<file path="src/rtl/riscv_exu_issue_if.sv">
// Issue-stage bundle between decode/register file/units and riscv_exu_issue.
// master: environment side (decode, register file, functional units).
// slave:  the issue stage itself.
interface riscv_exu_issue_if #(
    parameter int unsigned PORTS   = 2,
    parameter int unsigned CLASSES = 2
);
    logic                    idu_vld;
    logic [CLASSES-1:0]      idu_class;
    logic [4:0]              idu_rs1;
    logic [4:0]              idu_rs2;
    logic [4:0]              idu_rd;
    logic                    idu_rs1_used;
    logic                    idu_rs2_used;
    logic                    idu_rd_used;
    logic [31:0]             register_locked;
    logic [PORTS-1:0]        unit_done;
    logic [PORTS-1:0]        unit_vld;
    logic [PORTS-1:0]        register_lock_en;
    logic [PORTS-1:0][4:0]   register_lock;
    logic                    hold;
    logic [PORTS-1:0]        unit_busy;
    logic [31:0]             stall_count;

    modport master (
        output idu_vld, idu_class, idu_rs1, idu_rs2, idu_rd,
               idu_rs1_used, idu_rs2_used, idu_rd_used, register_locked, unit_done,
        input  unit_vld, register_lock_en, register_lock, hold, unit_busy, stall_count
    );

    modport slave (
        input  idu_vld, idu_class, idu_rs1, idu_rs2, idu_rd,
               idu_rs1_used, idu_rs2_used, idu_rd_used, register_locked, unit_done,
        output unit_vld, register_lock_en, register_lock, hold, unit_busy, stall_count
    );
endinterface

</file>
<file path="src/rtl/riscv_exu_issue.sv">
// Execute-unit issue stage: hazard check against register_locked, round-robin
// selection of a free port of the instruction's class, zero-latency issue.
// Optional feature macro: RISCV_EXU_ISSUE_WAW_EN (stall on pending destination).
module riscv_exu_issue #(
    parameter int unsigned PORTS   = 2,
    parameter int unsigned CLASSES = 2,
    parameter logic [PORTS-1:0][CLASSES-1:0] PORT_CLASS = {PORTS{CLASSES'(1)}}
) (
    input  logic              clock,
    input  logic              reset,
    riscv_exu_issue_if.slave  bus
);
    localparam int unsigned PtrW = (PORTS > 1) ? $clog2(PORTS) : 1;

    logic [PORTS-1:0] busy;
    logic [PtrW-1:0]  rr_ptr;
    logic [31:0]      stall_count;

    logic             raw;
    logic             waw;
    logic [PORTS-1:0] eligible;
    logic             found;
    logic [PtrW-1:0]  sel;
    logic             issue;
    logic             hold;
    logic [PORTS-1:0] unit_vld;
    logic [PORTS-1:0] lock_en;
    logic [PORTS-1:0][4:0] lock;

    // Source and destination hazards; x0 never hazards.
    always_comb begin
        raw = (bus.idu_rs1_used && (bus.idu_rs1 != 5'd0) && bus.register_locked[bus.idu_rs1])
           || (bus.idu_rs2_used && (bus.idu_rs2 != 5'd0) && bus.register_locked[bus.idu_rs2]);
`ifdef RISCV_EXU_ISSUE_WAW_EN
        waw = bus.idu_rd_used && (bus.idu_rd != 5'd0) && bus.register_locked[bus.idu_rd];
`else
        waw = 1'b0;
`endif
    end

    // A port is eligible if it serves the class and is free or finishing now.
    always_comb begin
        for (int unsigned p = 0; p < PORTS; p++) begin
            eligible[p] = ((PORT_CLASS[p] & bus.idu_class) != '0)
                       && (!busy[p] || bus.unit_done[p]);
        end
    end

    // First eligible port at or after rr_ptr, wrapping.
    always_comb begin
        found = 1'b0;
        sel   = '0;
        for (int unsigned i = 0; i < PORTS; i++) begin
            logic [PtrW-1:0] cand;
            cand = PtrW'((32'(rr_ptr) + i) % PORTS);
            if (!found && eligible[cand]) begin
                found = 1'b1;
                sel   = cand;
            end
        end
    end

    // Issue strobes, lock request and decode stall; all quiet during reset.
    always_comb begin
        issue    = bus.idu_vld && !raw && !waw && found && !reset;
        hold     = bus.idu_vld && !issue && !reset;
        unit_vld = '0;
        lock_en  = '0;
        lock     = '0;
        if (issue) begin
            unit_vld[sel] = 1'b1;
            if (bus.idu_rd_used && (bus.idu_rd != 5'd0)) begin
                lock_en[sel] = 1'b1;
                lock[sel]    = bus.idu_rd;
            end
        end
    end

    // Port occupancy, round-robin pointer and saturating stall counter.
    always_ff @(posedge clock) begin
        if (reset) begin
            busy        <= '0;
            rr_ptr      <= '0;
            stall_count <= '0;
        end else begin
            busy <= unit_vld | (busy & ~bus.unit_done);
            if (issue) begin
                rr_ptr <= (32'(sel) == PORTS - 1) ? '0 : sel + PtrW'(1);
            end
            if (hold && (stall_count != '1)) begin
                stall_count <= stall_count + 32'd1;
            end
        end
    end

    assign bus.unit_vld         = unit_vld;
    assign bus.register_lock_en = lock_en;
    assign bus.register_lock    = lock;
    assign bus.hold             = hold;
    assign bus.unit_busy        = busy;
    assign bus.stall_count      = stall_count;

    // Decode must present a one-hot class with a valid instruction.
    a_class_onehot: assert property (@(posedge clock) disable iff (reset)
        bus.idu_vld |-> $onehot(bus.idu_class));

    // Units only report done while occupied.
    a_done_busy: assert property (@(posedge clock) disable iff (reset)
        (bus.unit_done & ~busy) == '0);
endmodule

</file>
<file path="src/flat_wrapper.sv">
// flat-port wrapper written by rule: the top's interface ports become plain ports
module riscv_exu_issue_flat 
#(
    parameter int unsigned PORTS   = 2,
    parameter int unsigned CLASSES = 2,
    parameter logic [PORTS-1:0][CLASSES-1:0] PORT_CLASS = {PORTS{CLASSES'(1)}}
)
  (clock, reset, bus_idu_vld, bus_idu_class, bus_idu_rs1, bus_idu_rs2, bus_idu_rd, bus_idu_rs1_used, bus_idu_rs2_used, bus_idu_rd_used, bus_register_locked, bus_unit_done, bus_unit_vld, bus_register_lock_en, bus_register_lock, bus_hold, bus_unit_busy, bus_stall_count);
  riscv_exu_issue_if #(.PORTS(PORTS), .CLASSES(CLASSES)) bus_i ();
  input  logic clock;
  input  logic reset;
  input wire logic [$bits(bus_i.idu_vld)-1:0] bus_idu_vld;
  input wire logic [$bits(bus_i.idu_class)-1:0] bus_idu_class;
  input wire logic [$bits(bus_i.idu_rs1)-1:0] bus_idu_rs1;
  input wire logic [$bits(bus_i.idu_rs2)-1:0] bus_idu_rs2;
  input wire logic [$bits(bus_i.idu_rd)-1:0] bus_idu_rd;
  input wire logic [$bits(bus_i.idu_rs1_used)-1:0] bus_idu_rs1_used;
  input wire logic [$bits(bus_i.idu_rs2_used)-1:0] bus_idu_rs2_used;
  input wire logic [$bits(bus_i.idu_rd_used)-1:0] bus_idu_rd_used;
  input wire logic [$bits(bus_i.register_locked)-1:0] bus_register_locked;
  input wire logic [$bits(bus_i.unit_done)-1:0] bus_unit_done;
  output wire logic [$bits(bus_i.unit_vld)-1:0] bus_unit_vld;
  output wire logic [$bits(bus_i.register_lock_en)-1:0] bus_register_lock_en;
  output wire logic [$bits(bus_i.register_lock)-1:0] bus_register_lock;
  output wire logic [$bits(bus_i.hold)-1:0] bus_hold;
  output wire logic [$bits(bus_i.unit_busy)-1:0] bus_unit_busy;
  output wire logic [$bits(bus_i.stall_count)-1:0] bus_stall_count;
  assign bus_i.idu_vld = bus_idu_vld;
  assign bus_i.idu_class = bus_idu_class;
  assign bus_i.idu_rs1 = bus_idu_rs1;
  assign bus_i.idu_rs2 = bus_idu_rs2;
  assign bus_i.idu_rd = bus_idu_rd;
  assign bus_i.idu_rs1_used = bus_idu_rs1_used;
  assign bus_i.idu_rs2_used = bus_idu_rs2_used;
  assign bus_i.idu_rd_used = bus_idu_rd_used;
  assign bus_i.register_locked = bus_register_locked;
  assign bus_i.unit_done = bus_unit_done;
  assign bus_unit_vld = bus_i.unit_vld;
  assign bus_register_lock_en = bus_i.register_lock_en;
  assign bus_register_lock = bus_i.register_lock;
  assign bus_hold = bus_i.hold;
  assign bus_unit_busy = bus_i.unit_busy;
  assign bus_stall_count = bus_i.stall_count;
  riscv_exu_issue #(.PORTS(PORTS), .CLASSES(CLASSES), .PORT_CLASS(PORT_CLASS)) u_core (.clock(clock), .reset(reset), .bus(bus_i));
endmodule
</file>
<file path="config.mk">
export PLATFORM = sky130hd
export DESIGN_NAME = riscv_exu_issue_flat
export DESIGN_NICKNAME = d
export VERILOG_FILES = /design/src/rtl/riscv_exu_issue_if.sv /design/src/rtl/riscv_exu_issue.sv /design/src/flat_wrapper.sv
export SDC_FILE = /design/constraint.sdc
export NUM_CORES = 1
export LEC_CHECK = 0
export BUFFER_PORTS_ARGS = -buffer_cell sky130_fd_sc_hd__buf_4
export CAP_MARGIN = 20
export CORE_MARGIN = 5
export CORE_UTILIZATION = 35
export DETAILED_ROUTE_END_ITERATION = 12
export GPL_TIMING_DRIVEN = 1
export PLACE_DENSITY_LB_ADDON = 0.15
export SYNTH_ARGS = -nofsm -noshare
export SYNTH_HDL_FRONTEND = slang
export SYNTH_SLANG_ARGS = --single-unit
</file>
<file path="constraint.sdc">
create_clock -name clock -period 4.3 [get_ports clock]
set_input_delay 0.86 -clock clock [delete_from_list [all_inputs] [get_ports clock]]
set_output_delay 0.86 -clock clock [all_outputs]
set_load 0.02 [all_outputs]
</file>
==> impl_metrics.tcl <==
set metrics [dict create \
    p_per_area_nw_per_um2 202 \
    max_freq_mhz 259 \
    async_flop_share_pct 0 \
    yosysWarningCount 0 \
    die_w_um 95.9 \
    power.switching_w 0.000188 \
    place.gp.congestion 0.763 \
    synth_edf_count 0 \
    synth_area_leaders "dfxtp_1 27%, mux4_2 9.6%, or4_1 7.3%, o31ai_1 6.7%, a21oi_1 5.4%" \
    nets 448 \
    path_max_fanout 11 \
    synthCells 296 \
    grtUsageTotal_pct 17.5 \
    finalSetupViolCount 0 \
    clock_sinks 35 \
    synth_top_area_share_pct 27.2 \
    hold_buffers 0 \
    n_antenna_cell 0 \
    p_int_w 0.000513 \
    cts_setup_buffers 0 \
    synth.most_common_cell "dfxtp_1" \
    reg2reg_slack_ns 1.77 \
    relSlewSlack_pct 51.9 \
    first_pass_iters 4 \
    clk_latency_ns 0.28 \
    multi_input_area_sq_um 1730 \
    synth_cell_type_count 47 \
    skew_ns 0.00731 \
    post_cts_resized 0 \
    syn-num-nets 354 \
    setup.worst_path.end_class "output port" \
    synth_top_area_cell "dfxtp_1" \
    ff_latch_area_sq_um 701 \
    grt_pass1_vias 2708 \
    fin_crit_ns 3.86 \
    path_class "in -> out" \
    synthesis.area_sq_um 2580 \
    antenna_found_initial 0 \
    viasPerCell 5.71 \
    crit_arrival_ns 3.00 \
    htreeDepth 2 \
    hold_slack_ns 0.494 \
    ant_nets 0 \
    layout_worst_path_cycle_share_pct 89.8 \
    core_sq_um 7210 \
    power_frac_comb_pct 20.5 \
    switching_share_pct 26.8 \
    grt_setup_unrepaired "false" \
    portBuffers 104 \
    avgSynthCellArea_sq_um 8.72 \
    finalHoldViolations 0 \
    status "completed" \
    start_kind "primary input" \
    leakagePower_nw 1.32 \
    drt_drc_violations_left 0 \
    num_rows 31 \
    yosys-top-cells-count "35 x dfxtp_1, 28 x a21oi_1, 25 x or4_1" \
    sequentialPowerShare_pct 46.8 \
    ioPinCount 106 \
    power_w 0.000702 \
    ctsLongestPathBuffers 2 \
    worst_pin_slew_ns 0.716 \
    grt_first_pass_wirelength_mm 12.9 \
    wirelength_mm 7.89 \
    slew_viol_final 0 \
    post_drt_wl_per_cell_um 16.1 \
    cts_tree "done" \
    area_delta_synth_final_pct 34.6 \
    p_clk_share_pct 32.8 \
    clock-root-buffer "clkbuf_8" \
    cts_buffers 5 \
    yosys_most_used_dff "dfxtp_1" \
    min_path_type "reg -> reg" \
    drive_gt1_share_pct 35.3 \
    final.setup.tns_ns 0 \
    grt-ovfl-total 0 \
    die_y_um 95.9 \
    setup_ws_ns 0.439 \
    initial_utilization_pct 35.8 \
    yosysSeqAreaShare_pct 27.2 \
    vias 2800 \
    dpl.hpwl_mm 5.93 \
    dieArea_sq_um 9190 \
    n_fill_cell 747 \
    grt_max_degree 58 \
    clk_pin_slew_ns 0.07 \
    peakVddDrop_mv 0.151 \
    drt_iter0_markers 122 \
    worstPathRequired_ns 3.44 \
    cap_violations 0 \
    ys_ff_latch 35 \
    dp_slack_ns 0.433 \
]
## metrics by stage
stage	utilization [%]	instances	instance area (sq um)
2_1_floorplan	-	296	2580
3_3_place_gp	47.0	482	3390
3_5_place_dp	47.0	482	3390
4_1_cts	48.1	490	3470
5_1_grt	48.1	490	3470
6_report	48.1	490	3470
## power groups by stage
stage          clock network [W]  logic (W)  registers [W]
2_1_floorplan                  0  0.0000795       0.000337
3_3_place_gp                   0   0.000142       0.000336
3_5_place_dp                   0   0.000144       0.000336
4_1_cts                 0.000238   0.000145       0.000328
5_1_grt                 0.000254   0.000157       0.000328
6_report                0.000230   0.000144       0.000328
## layout by cell type (no fill, tap or decap), drive strengths merged, types with 9 or more instances in the layout
cell,Yosys,layout
or4,25,25
nand4,14,14
and2,15,15
mux4,12,12
o21ai,9,9
dfxtp,35,35
nor2,9,9
nand3,21,21
nand2,13,13
a21oi,28,28
buf,14,109
o31ai,23,23
## kinds of logic after synthesis
| logic type | after synthesis | synth area share, % |
|---|---|---|
| buffers and inverters | 28 | 6.06 |
| muxes | 22 | 14.7 |
| adders and majority gates | 1 | 0.485 |
| AOI/OAI and AO/OA | 78 | 20.4 |
| and+or+nand+nor | 132 | 31.1 |
| DFF | 35 | 27.2 |
## area by class of cell
cell class | instances | share of cell area [%]
timing repair buffer | 109 | 23.6
inverter | 6 | 0.648
clock inverter | 1 | 0.144
multi-input combinational | 233 | 49.7
sequential | 35 | 20.2
tap | 99 | 3.57
clock buffer | 7 | 2.20
## critical path, cell delays in order
cell and delay, ns:
buf_4 0.20, mux4_2 0.53, nand3b_1 0.11, a41oi_1 0.14, a211oi_2 0.29, o21ai_1 0.19
nor3_2 0.36, and2_1 0.18, buf_4 0.14
## final timing paths
| check | start | endpoint | cells past startpoint |
|---|---|---|---|
| worst max-delay path | bus_idu_rs1[0] | bus_register_lock[5] | 9 |
| worst min-delay path | u_core.bus.stall_count[5] | u_core.bus.stall_count[5] | 2 |
| worst max register to register | u_core.bus.stall_count[2] | u_core.bus.stall_count[29] | 6 |
| worst min register to register | u_core.bus.stall_count[5] | u_core.bus.stall_count[5] | 2 |
## registers in the layout, indices dropped and copies added, names as in the netlist
| signal | count |
|---|---|
| u_core.bus.stall_count | 32 |
| u_core.rr_ptr | 1 |
| u_core.bus.unit_busy | 2 |
## layer usage
layer	share of wire, %	up-vias	GRT usage [%]
met1	45	1331	22.8
met2	47	85	30.0
met5	0	-	0
met4	0.58	0	3.32
li1	-	1379	-
met3	7.7	5	3.60
Note: power is estimated with default switching activity, not from simulation.
